File: src/rtl/button_event_decoder.sv
// Turns a debounced push-button level into press/release/click/double-click/long-press pulses.
// Optional auto-repeat while held in the long state is enabled with `define BTN_REPEAT_EN.
module button_event_decoder #(
  parameter int LONG_CYCLES   = 38_400_000,
  parameter int DCLICK_CYCLES = 16_000_000,
  parameter int REPEAT_CYCLES = 6_400_000,
  parameter int CNT_W         = 26
) (
  input  logic clk,
  input  logic rst_n,
  input  logic btn,
  output logic press_p,
  output logic release_p,
  output logic click_p,
  output logic dclick_p,
  output logic long_p,
  output logic repeat_p,
  output logic held
);

  typedef enum logic [2:0] {
    S_LOCK  = 3'd0,
    S_IDLE  = 3'd1,
    S_DOWN1 = 3'd2,
    S_WAIT2 = 3'd3,
    S_DOWN2 = 3'd4,
    S_LONG  = 3'd5
  } state_t;

  localparam logic [CNT_W-1:0] LONG_M1   = CNT_W'(LONG_CYCLES - 1);
  localparam logic [CNT_W-1:0] DCLICK_M1 = CNT_W'(DCLICK_CYCLES - 1);
  localparam logic [CNT_W-1:0] CNT_ONE   = CNT_W'(1);

  // Parameter ranges the thresholds rely on; caught at elaboration.
  if (LONG_CYCLES < 2 || DCLICK_CYCLES < 2 || REPEAT_CYCLES < 1) begin : g_bad_params
    $error("button_event_decoder: threshold parameter out of range");
  end

`ifdef BTN_REPEAT_EN
  localparam logic [CNT_W-1:0] REPEAT_M1 = CNT_W'(REPEAT_CYCLES - 1);
`endif

  state_t           state_q, state_d;
  logic [CNT_W-1:0] cnt_q, cnt_d;
  logic press_q, press_d, release_q, release_d, click_q, click_d;
  logic dclick_q, dclick_d, long_q, long_d, repeat_q, repeat_d, held_q, held_d;

  always_comb begin
    state_d   = state_q;
    cnt_d     = cnt_q;
    press_d   = 1'b0;
    release_d = 1'b0;
    click_d   = 1'b0;
    dclick_d  = 1'b0;
    long_d    = 1'b0;
    repeat_d  = 1'b0;
    case (state_q)
      S_LOCK: if (!btn) state_d = S_IDLE;
      S_IDLE: if (btn) begin
        state_d = S_DOWN1;
        cnt_d   = CNT_ONE;
        press_d = 1'b1;
      end
      S_DOWN1: begin
        if (!btn) begin
          state_d   = S_WAIT2;
          cnt_d     = CNT_ONE;
          release_d = 1'b1;
        end else if (cnt_q == LONG_M1) begin
          state_d = S_LONG;
          cnt_d   = '0;
          long_d  = 1'b1;
        end else begin
          cnt_d = cnt_q + CNT_ONE;
        end
      end
      S_WAIT2: begin
        if (btn) begin
          state_d = S_DOWN2;
          cnt_d   = CNT_ONE;
          press_d = 1'b1;
        end else if (cnt_q == DCLICK_M1) begin
          state_d = S_IDLE;
          cnt_d   = '0;
          click_d = 1'b1;
        end else begin
          cnt_d = cnt_q + CNT_ONE;
        end
      end
      S_DOWN2: begin
        // Release of the second press confirms the double click in the same cycle.
        if (!btn) begin
          state_d   = S_IDLE;
          cnt_d     = '0;
          release_d = 1'b1;
          dclick_d  = 1'b1;
        end else if (cnt_q == LONG_M1) begin
          state_d = S_LONG;
          cnt_d   = '0;
          long_d  = 1'b1;
        end else begin
          cnt_d = cnt_q + CNT_ONE;
        end
      end
      S_LONG: begin
        if (!btn) begin
          state_d   = S_IDLE;
          cnt_d     = '0;
          release_d = 1'b1;
        end else begin
`ifdef BTN_REPEAT_EN
          if (cnt_q == REPEAT_M1) begin
            cnt_d    = '0;
            repeat_d = 1'b1;
          end else begin
            cnt_d = cnt_q + CNT_ONE;
          end
`else
          cnt_d = cnt_q;
`endif
        end
      end
      default: begin
        state_d = S_IDLE;
        cnt_d   = '0;
      end
    endcase
    held_d = (state_d == S_DOWN1) || (state_d == S_DOWN2) || (state_d == S_LONG);
  end

  always_ff @(posedge clk or negedge rst_n) begin
    if (!rst_n) begin
      state_q   <= S_LOCK;
      cnt_q     <= '0;
      press_q   <= 1'b0;
      release_q <= 1'b0;
      click_q   <= 1'b0;
      dclick_q  <= 1'b0;
      long_q    <= 1'b0;
      repeat_q  <= 1'b0;
      held_q    <= 1'b0;
    end else begin
      state_q   <= state_d;
      cnt_q     <= cnt_d;
      press_q   <= press_d;
      release_q <= release_d;
      click_q   <= click_d;
      dclick_q  <= dclick_d;
      long_q    <= long_d;
      repeat_q  <= repeat_d;
      held_q    <= held_d;
    end
  end

  assign press_p   = press_q;
  assign release_p = release_q;
  assign click_p   = click_q;
  assign dclick_p  = dclick_q;
  assign long_p    = long_q;
  assign repeat_p  = repeat_q;
  assign held      = held_q;

endmodule

File: config.mk
export PLATFORM = sky130hd
export DESIGN_NAME = button_event_decoder
export DESIGN_NICKNAME = d
export VERILOG_FILES = /design/src/rtl/button_event_decoder.sv
export SDC_FILE = /design/constraint.sdc
export NUM_CORES = 1
export LEC_CHECK = 0
export CORE_UTILIZATION = 30
export DETAILED_ROUTE_END_ITERATION = 7
export HOLD_SLACK_MARGIN = 0.03
export SETUP_SLACK_MARGIN = 0.02
export SLEW_MARGIN = 20
export SYNTH_ARGS = -nofsm -noshare
export SYNTH_HDL_FRONTEND = slang
export SYNTH_SLANG_ARGS = --single-unit
File: constraint.sdc
create_clock -name clk -period 2.7 [get_ports clk]
set_input_delay 0.27 -clock clk [delete_from_list [all_inputs] [get_ports clk]]
set_output_delay 0.27 -clock clk [all_outputs]
set_load 0.1 [all_outputs]
==> impl_metrics.env, run 1 <==
export IMPL_max_freq_mhz=405
export IMPL_seq_area_frac_synth=0.427
export IMPL_grt_pass1_wl_mm=7.70
export IMPL_fin_crit_ps=2470
export IMPL_crit_path_start_kind="flip-flop"
export IMPL_finalWorstSetupSlack_ps=229
export IMPL_cts_tree="done"
export IMPL_dpl_cell_area_um2=2190
export IMPL_synth_edf_count=0
export IMPL_finalHoldViolCount=0
export IMPL_grt_max_degree=36
export IMPL_sequentialPowerShare=0.408
export IMPL_drv_cap=0
export IMPL_slowest_delay_ps=550
export IMPL_p_leak_nw=1.02
export IMPL_netlist_top_cells_area="dfrtp_1 (43%), xor2_1 (5.1%), nor2_1 (4.8%), nand2_1 (3.8%), and3_1 (2.4%)"
export IMPL_vias=1628
export IMPL_status="complete, no violations"
export IMPL_syn_area_um2=2050
export IMPL_drive_gt1_frac=0.115
export IMPL_pwr_share_clk=0.295
export IMPL_grt_pass1_vias=1624
export IMPL_htreeDepth=2
export IMPL_yosysMostFrequentCell="dfrtp_1"
export IMPL_rsz0062_at_grt="no"
export IMPL_whs_ps=60.7
export IMPL_setup_viol=0
export IMPL_fin_nets=230
export IMPL_post_synth_top_area_cell="dfrtp_1"
export IMPL_insertedDiodeCount=0
export IMPL_final_antenna_net_count=0
export IMPL_cts_resized_gates=0
export IMPL_grt_antenna_before_repair=0
export IMPL_worst_pin_slew_ps=794
export IMPL_die_h_um=84.7
export IMPL_via_per_inst=5.36
export IMPL_row_count=29
export IMPL_crit_fanout=9
export IMPL_finClkSkew_ps=9.99
export IMPL_grt_usage=0.136
export IMPL_synth_warnings=0
export IMPL_crit_chain="or4b_1 > nor4_2 > nand4_1 > a2bb2oi_4 > o22ai_1 > a21o_1"
export IMPL_ys_types=50
export IMPL_power_density_nw_per_um2=697
export IMPL_p_switching_uw=582
export IMPL_syn_nets=221
export IMPL_hpwl_mm=3.14
export IMPL_start_util=0.318
export IMPL_post_route_drc_count=0
export IMPL_syn_to_final_growth_pct=12.4
export IMPL_synthArstFlopShare=1.00
export IMPL_end_kind="flip-flop"
export IMPL_clk_pin_slew_worst_paths_ps=80
export IMPL_avgSynthCellArea_um2=9.45
export IMPL_synthFlopType="dfrtp_1"
export IMPL_ios=10
export IMPL_vdd_drop_max_mv=0.189
export IMPL_hold_class="primary input to async pin"
export IMPL_cts_buffers=5
export IMPL_finalMaxSlewViolations=0
export IMPL_drt_iter0_markers=72
export IMPL_tns_ps=0
export IMPL_wl_per_cell_um=14.5
export IMPL_synth_seq_cells=35
export IMPL_core_um2=6460
export IMPL_synth_top_cell_area_share=0.427
export IMPL_post_cts_buffers=0
export IMPL_root_buffer="clkbuf_8"
export IMPL_io_buffers=8
export IMPL_grt_overflow=0
export IMPL_required_ps=2890
export IMPL_p_total_mw=1.61
export IMPL_final_area_um2=2310
export IMPL_hold_buffers=0
export IMPL_dr_pass1_iters=4
export IMPL_clockBufferDepth=2
export IMPL_cp_slowest_cell="or4b_1"
export IMPL_dp_slack_ps=244
export IMPL_drt_total_wl_mm=4.41
export IMPL_comb_power_share=0.297
export IMPL_p_int_mw=1.03
export IMPL_clk_latency_ps=290
export IMPL_die_area_um2=7170
export IMPL_critPathKind="flip-flop to flip-flop"
export IMPL_synth_commonest_cells="dfrtp_1 (35), nor2_1 (26), nand2_1 (21)"
export IMPL_slew_headroom=0.470
export IMPL_syn_inst=217
export IMPL_die_w_um=84.7
export IMPL_swShare=0.362
export IMPL_clock_sinks=35
export IMPL_worstPathArrival_ps=2660
export IMPL_place_gp_congestion=0.831
export IMPL_fin_crit_sh=0.915
## cell families (layout without fill, tap and decap cells)
| kind of cell | Yosys count | after routing | share of synthesized area |
|---|---|---|---|
| AO/OA/AOI/OAI | 39 | 39 | 0.143 |
| XOR/XNOR | 17 | 17 | 0.0726 |
| adder cells (fa/ha/maj) | 1 | 1 | 0.00610 |
| buffers and inverters | 14 | 24 | 0.0305 |
| flip-flops | 35 | 35 | 0.427 |
| other | 1 | 1 | 0.00183 |
| AND/OR/NAND/NOR | 110 | 110 | 0.318 |
## power groups by stage
stage                     Sequential, mW  Clock, mW  Combinational, mW
after detailed placement           0.663          0              0.479
after floorplan                    0.700          0              0.316
after global routing               0.664      0.513              0.525
after CTS                          0.655      0.489              0.481
after global placement             0.666          0              0.480
final                              0.655      0.474              0.477
## sequential cells by signal, summed over array words and instances, names as in the netlist
name / count
click_p: 1
cnt_q: 26
dclick_p: 1
held: 1
long_p: 1
press_p: 1
release_p: 1
state_q: 3
## critical path: cells and delay by family (launching register included)
kind / cells / cell delay (ps)
simple gates: 3 / 1230
compound gates: 3 / 690
flops: 1 / 450
## final timing paths
path	to	start	slack (ps)	cells past startpoint
max in group asynchronous	cnt_q[14]$_DFFE_PN0P_	rst_n	2140	1
min in group clk	cnt_q[9]$_DFFE_PN0P_	cnt_q[9]$_DFFE_PN0P_	570	2
setup / recovery	cnt_q[22]$_DFFE_PN0P_	cnt_q[12]$_DFFE_PN0P_	230	6
hold / removal	cnt_q[3]$_DFFE_PN0P_	rst_n	60	1
setup reg to reg	cnt_q[22]$_DFFE_PN0P_	cnt_q[12]$_DFFE_PN0P_	230	6
hold reg to reg	cnt_q[9]$_DFFE_PN0P_	cnt_q[9]$_DFFE_PN0P_	570	2
## final cells by class
class / count / area (um^2)
well taps: 77 / 96.3
clock buffers: 5 / 68.8
fillers: 665 / 4150
inverters: 3 / 11.3
clock inverters: 3 / 43.8
repair buffers: 13 / 97.6
multi-input cells: 168 / 1110
flip-flops and latches: 35 / 876
## per-stage QoR
stage,util,instances
global route,0.357,304
detailed placement,0.340,296
global placement,0.340,296
CTS,0.357,304
floorplan,-,217
finish,0.357,304
## metal layers
| metal | wire [um] | GRT usage | up-vias |
|---|---|---|---|
| li1 | - | - | 801 |
| met1 | 2150 | 0.177 | 800 |
| met2 | 2080 | 0.222 | 22 |
| met3 | 137 | 0.0324 | 5 |
| met4 | 48 | 0.0493 | 0 |
| met5 | 0 | 0 | - |
## cells in the final DEF, fill, tap and decap left out, types with 2 or more instances in the layout
master and n:
nand4_1 4, nand2_1 21, nor3_1 7, or3_1 4, nor2_1 26, xnor2_1 5, inv_1 3, o21ai_0 5
and3_1 8, nand3_1 7, nor4_4 2, xor2_1 12, nor4bb_1 5, o22ai_1 4, nand2b_1 2, a21oi_1 5
a211oi_1 4, o31ai_1 2, dfrtp_1 35, a21boi_0 3, clkbuf_8 5, buf_4 11, nor3b_1 4, a21o_1 6
nor2b_1 3, and4_1 5, and2_1 2
Note: power is estimated with default switching activity, not from simulation.
==> inputs of run 2 (changes only) <==
- CORE_ASPECT_RATIO: unset -> 1.75
==> impl_metrics.env, run 2 (same netlist as run 1, synthesis figures left out) <==
export IMPL_die_w_um=64.5
export IMPL_worst_pin_slew_ps=598
export IMPL_dr_pass1_iters=4
export IMPL_drive_gt1_frac=0.121
export IMPL_finalHoldViolCount=0
export IMPL_hold_class="primary input to async pin"
export IMPL_pwr_share_clk=0.352
export IMPL_p_int_mw=1.14
export IMPL_drt_iter0_markers=148
export IMPL_layout_common_cells="dfrtp_1 (35), nor2_1 (26), nand2_1 (21)"
export IMPL_status="complete, no violations"
export IMPL_top_register="cnt_q"
export IMPL_io_buffers=8
export IMPL_clk_pin_slew_worst_paths_ps=50
export IMPL_clock_sinks=35
export IMPL_fill_cells=667
export IMPL_grt_usage=0.162
export IMPL_grt_pass1_wl_mm=8.73
export IMPL_worstPathArrival_ps=2660
export IMPL_place_gp_congestion=0.856
export IMPL_via_per_inst=5.49
export IMPL_setup_viol=0
export IMPL_slew_headroom=0.599
export IMPL_post_cts_buffers=0
export IMPL_final_antenna_net_count=0
export IMPL_ios=10
export IMPL_start_util=0.311
export IMPL_core_um2=6590
export IMPL_fin_nets=234
export IMPL_die_h_um=111
export IMPL_grt_max_degree=36
export IMPL_largestRegisters="cnt_q x26, state_q x3"
export IMPL_cts_tree="done"
export IMPL_drv_cap=0
export IMPL_largest_reg_flops=26
export IMPL_clk_latency_ps=290
export IMPL_final_common_cell="dfrtp_1"
export IMPL_sequentialPowerShare=0.373
export IMPL_vdd_drop_max_mv=0.246
export IMPL_crit_path_start_kind="flip-flop"
export IMPL_swShare=0.350
export IMPL_comb_power_share=0.275
export IMPL_grt_pass1_vias=1820
export IMPL_root_buffer="clkbuf_16"
export IMPL_wl_per_cell_um=16.3
export IMPL_finalMaxSlewViolations=0
export IMPL_tns_ps=0
export IMPL_max_freq_mhz=402
export IMPL_power_density_nw_per_um2=733
export IMPL_required_ps=2880
export IMPL_vias=1719
export IMPL_p_total_mw=1.75
export IMPL_finalWorstSetupSlack_ps=213
export IMPL_post_route_drc_count=0
export IMPL_fin_crit_sh=0.921
export IMPL_whs_ps=399
export IMPL_finClkSkew_ps=2.21
export IMPL_p_leak_nw=1.06
export IMPL_clockBufferDepth=2
export IMPL_p_switching_uw=614
export IMPL_htreeDepth=2
export IMPL_hpwl_mm=3.78
export IMPL_dpl_cell_count=305
export IMPL_end_kind="flip-flop"
export IMPL_fin_crit_ps=2490
export IMPL_cts_buffers=5
export IMPL_critPathKind="flip-flop to flip-flop"
export IMPL_cts_resized_gates=0
export IMPL_syn_to_final_growth_pct=16.6
export IMPL_finalNonFillerCells=313
export IMPL_hold_buffers=0
export IMPL_crit_fanout=9
export IMPL_grt_overflow=0
export IMPL_drt_total_wl_mm=5.11
export IMPL_insertedDiodeCount=0
export IMPL_rsz0062_at_grt="no"
export IMPL_dp_slack_ps=130
export IMPL_row_count=39
export IMPL_grt_antenna_before_repair=0
export IMPL_die_area_um2=7180
run 2: layer usage:
layer	part of all wire	GRT usage	up-vias	wire length, um
met5	0	0	-	0
met4	0.056	0.124	0	284
met3	0.034	0.0389	19	176
met2	0.56	0.295	52	2860
met1	0.35	0.146	837	1790
li1	-	-	811	-
run 2: final timing paths:
path / slack [ps] / to / startpoint / cells past startpoint
max: 210 / cnt_q[15]$_DFFE_PN0P_ / cnt_q[12]$_DFFE_PN0P_ / 6
min: 400 / cnt_q[14]$_DFFE_PN0P_ / rst_n / 2
max reg2reg: 210 / cnt_q[15]$_DFFE_PN0P_ / cnt_q[12]$_DFFE_PN0P_ / 6
min reg2reg: 560 / cnt_q[1]$_DFFE_PN0P_ / cnt_q[1]$_DFFE_PN0P_ / 2
max in group asynchronous: 1970 / cnt_q[7]$_DFFE_PN0P_ / rst_n / 2
min in group clk: 560 / cnt_q[1]$_DFFE_PN0P_ / cnt_q[1]$_DFFE_PN0P_ / 2
run 2: through the flow:
stage,util,instance area [um^2]
6_report,0.363,2390
3_5_place_dp,0.339,2230
2_1_floorplan,-,2050
4_1_cts,0.363,2390
5_1_grt,0.363,2390
3_3_place_gp,0.339,2230
run 2: power groups by stage:
stage | Sequential [mW] | Combinational, mW | Clock [mW]
after CTS | 0.654 | 0.486 | 0.628
after floorplan | 0.700 | 0.316 | 0
after global routing | 0.664 | 0.534 | 0.652
after global placement | 0.663 | 0.478 | 0
final | 0.654 | 0.482 | 0.617
after detailed placement | 0.664 | 0.482 | 0
run 2: critical path, cell delays in order, from the launching register on:
cell,delay [ps]
dfrtp_1,440
or4b_1,560
nor4_2,330
nand4_1,320
a2bb2oi_4,370
o22ai_1,140
a21o_1,210
run 2: layout make-up:
cell class,count,area (um^2),share of cell area
well taps,82,103,0.0429
repair buffers,17,133,0.0555
clock buffers,8,156,0.0654
multi-input cells,168,1110,0.465
inverters,3,11.3,0.00471
flip-flops and latches,35,876,0.366
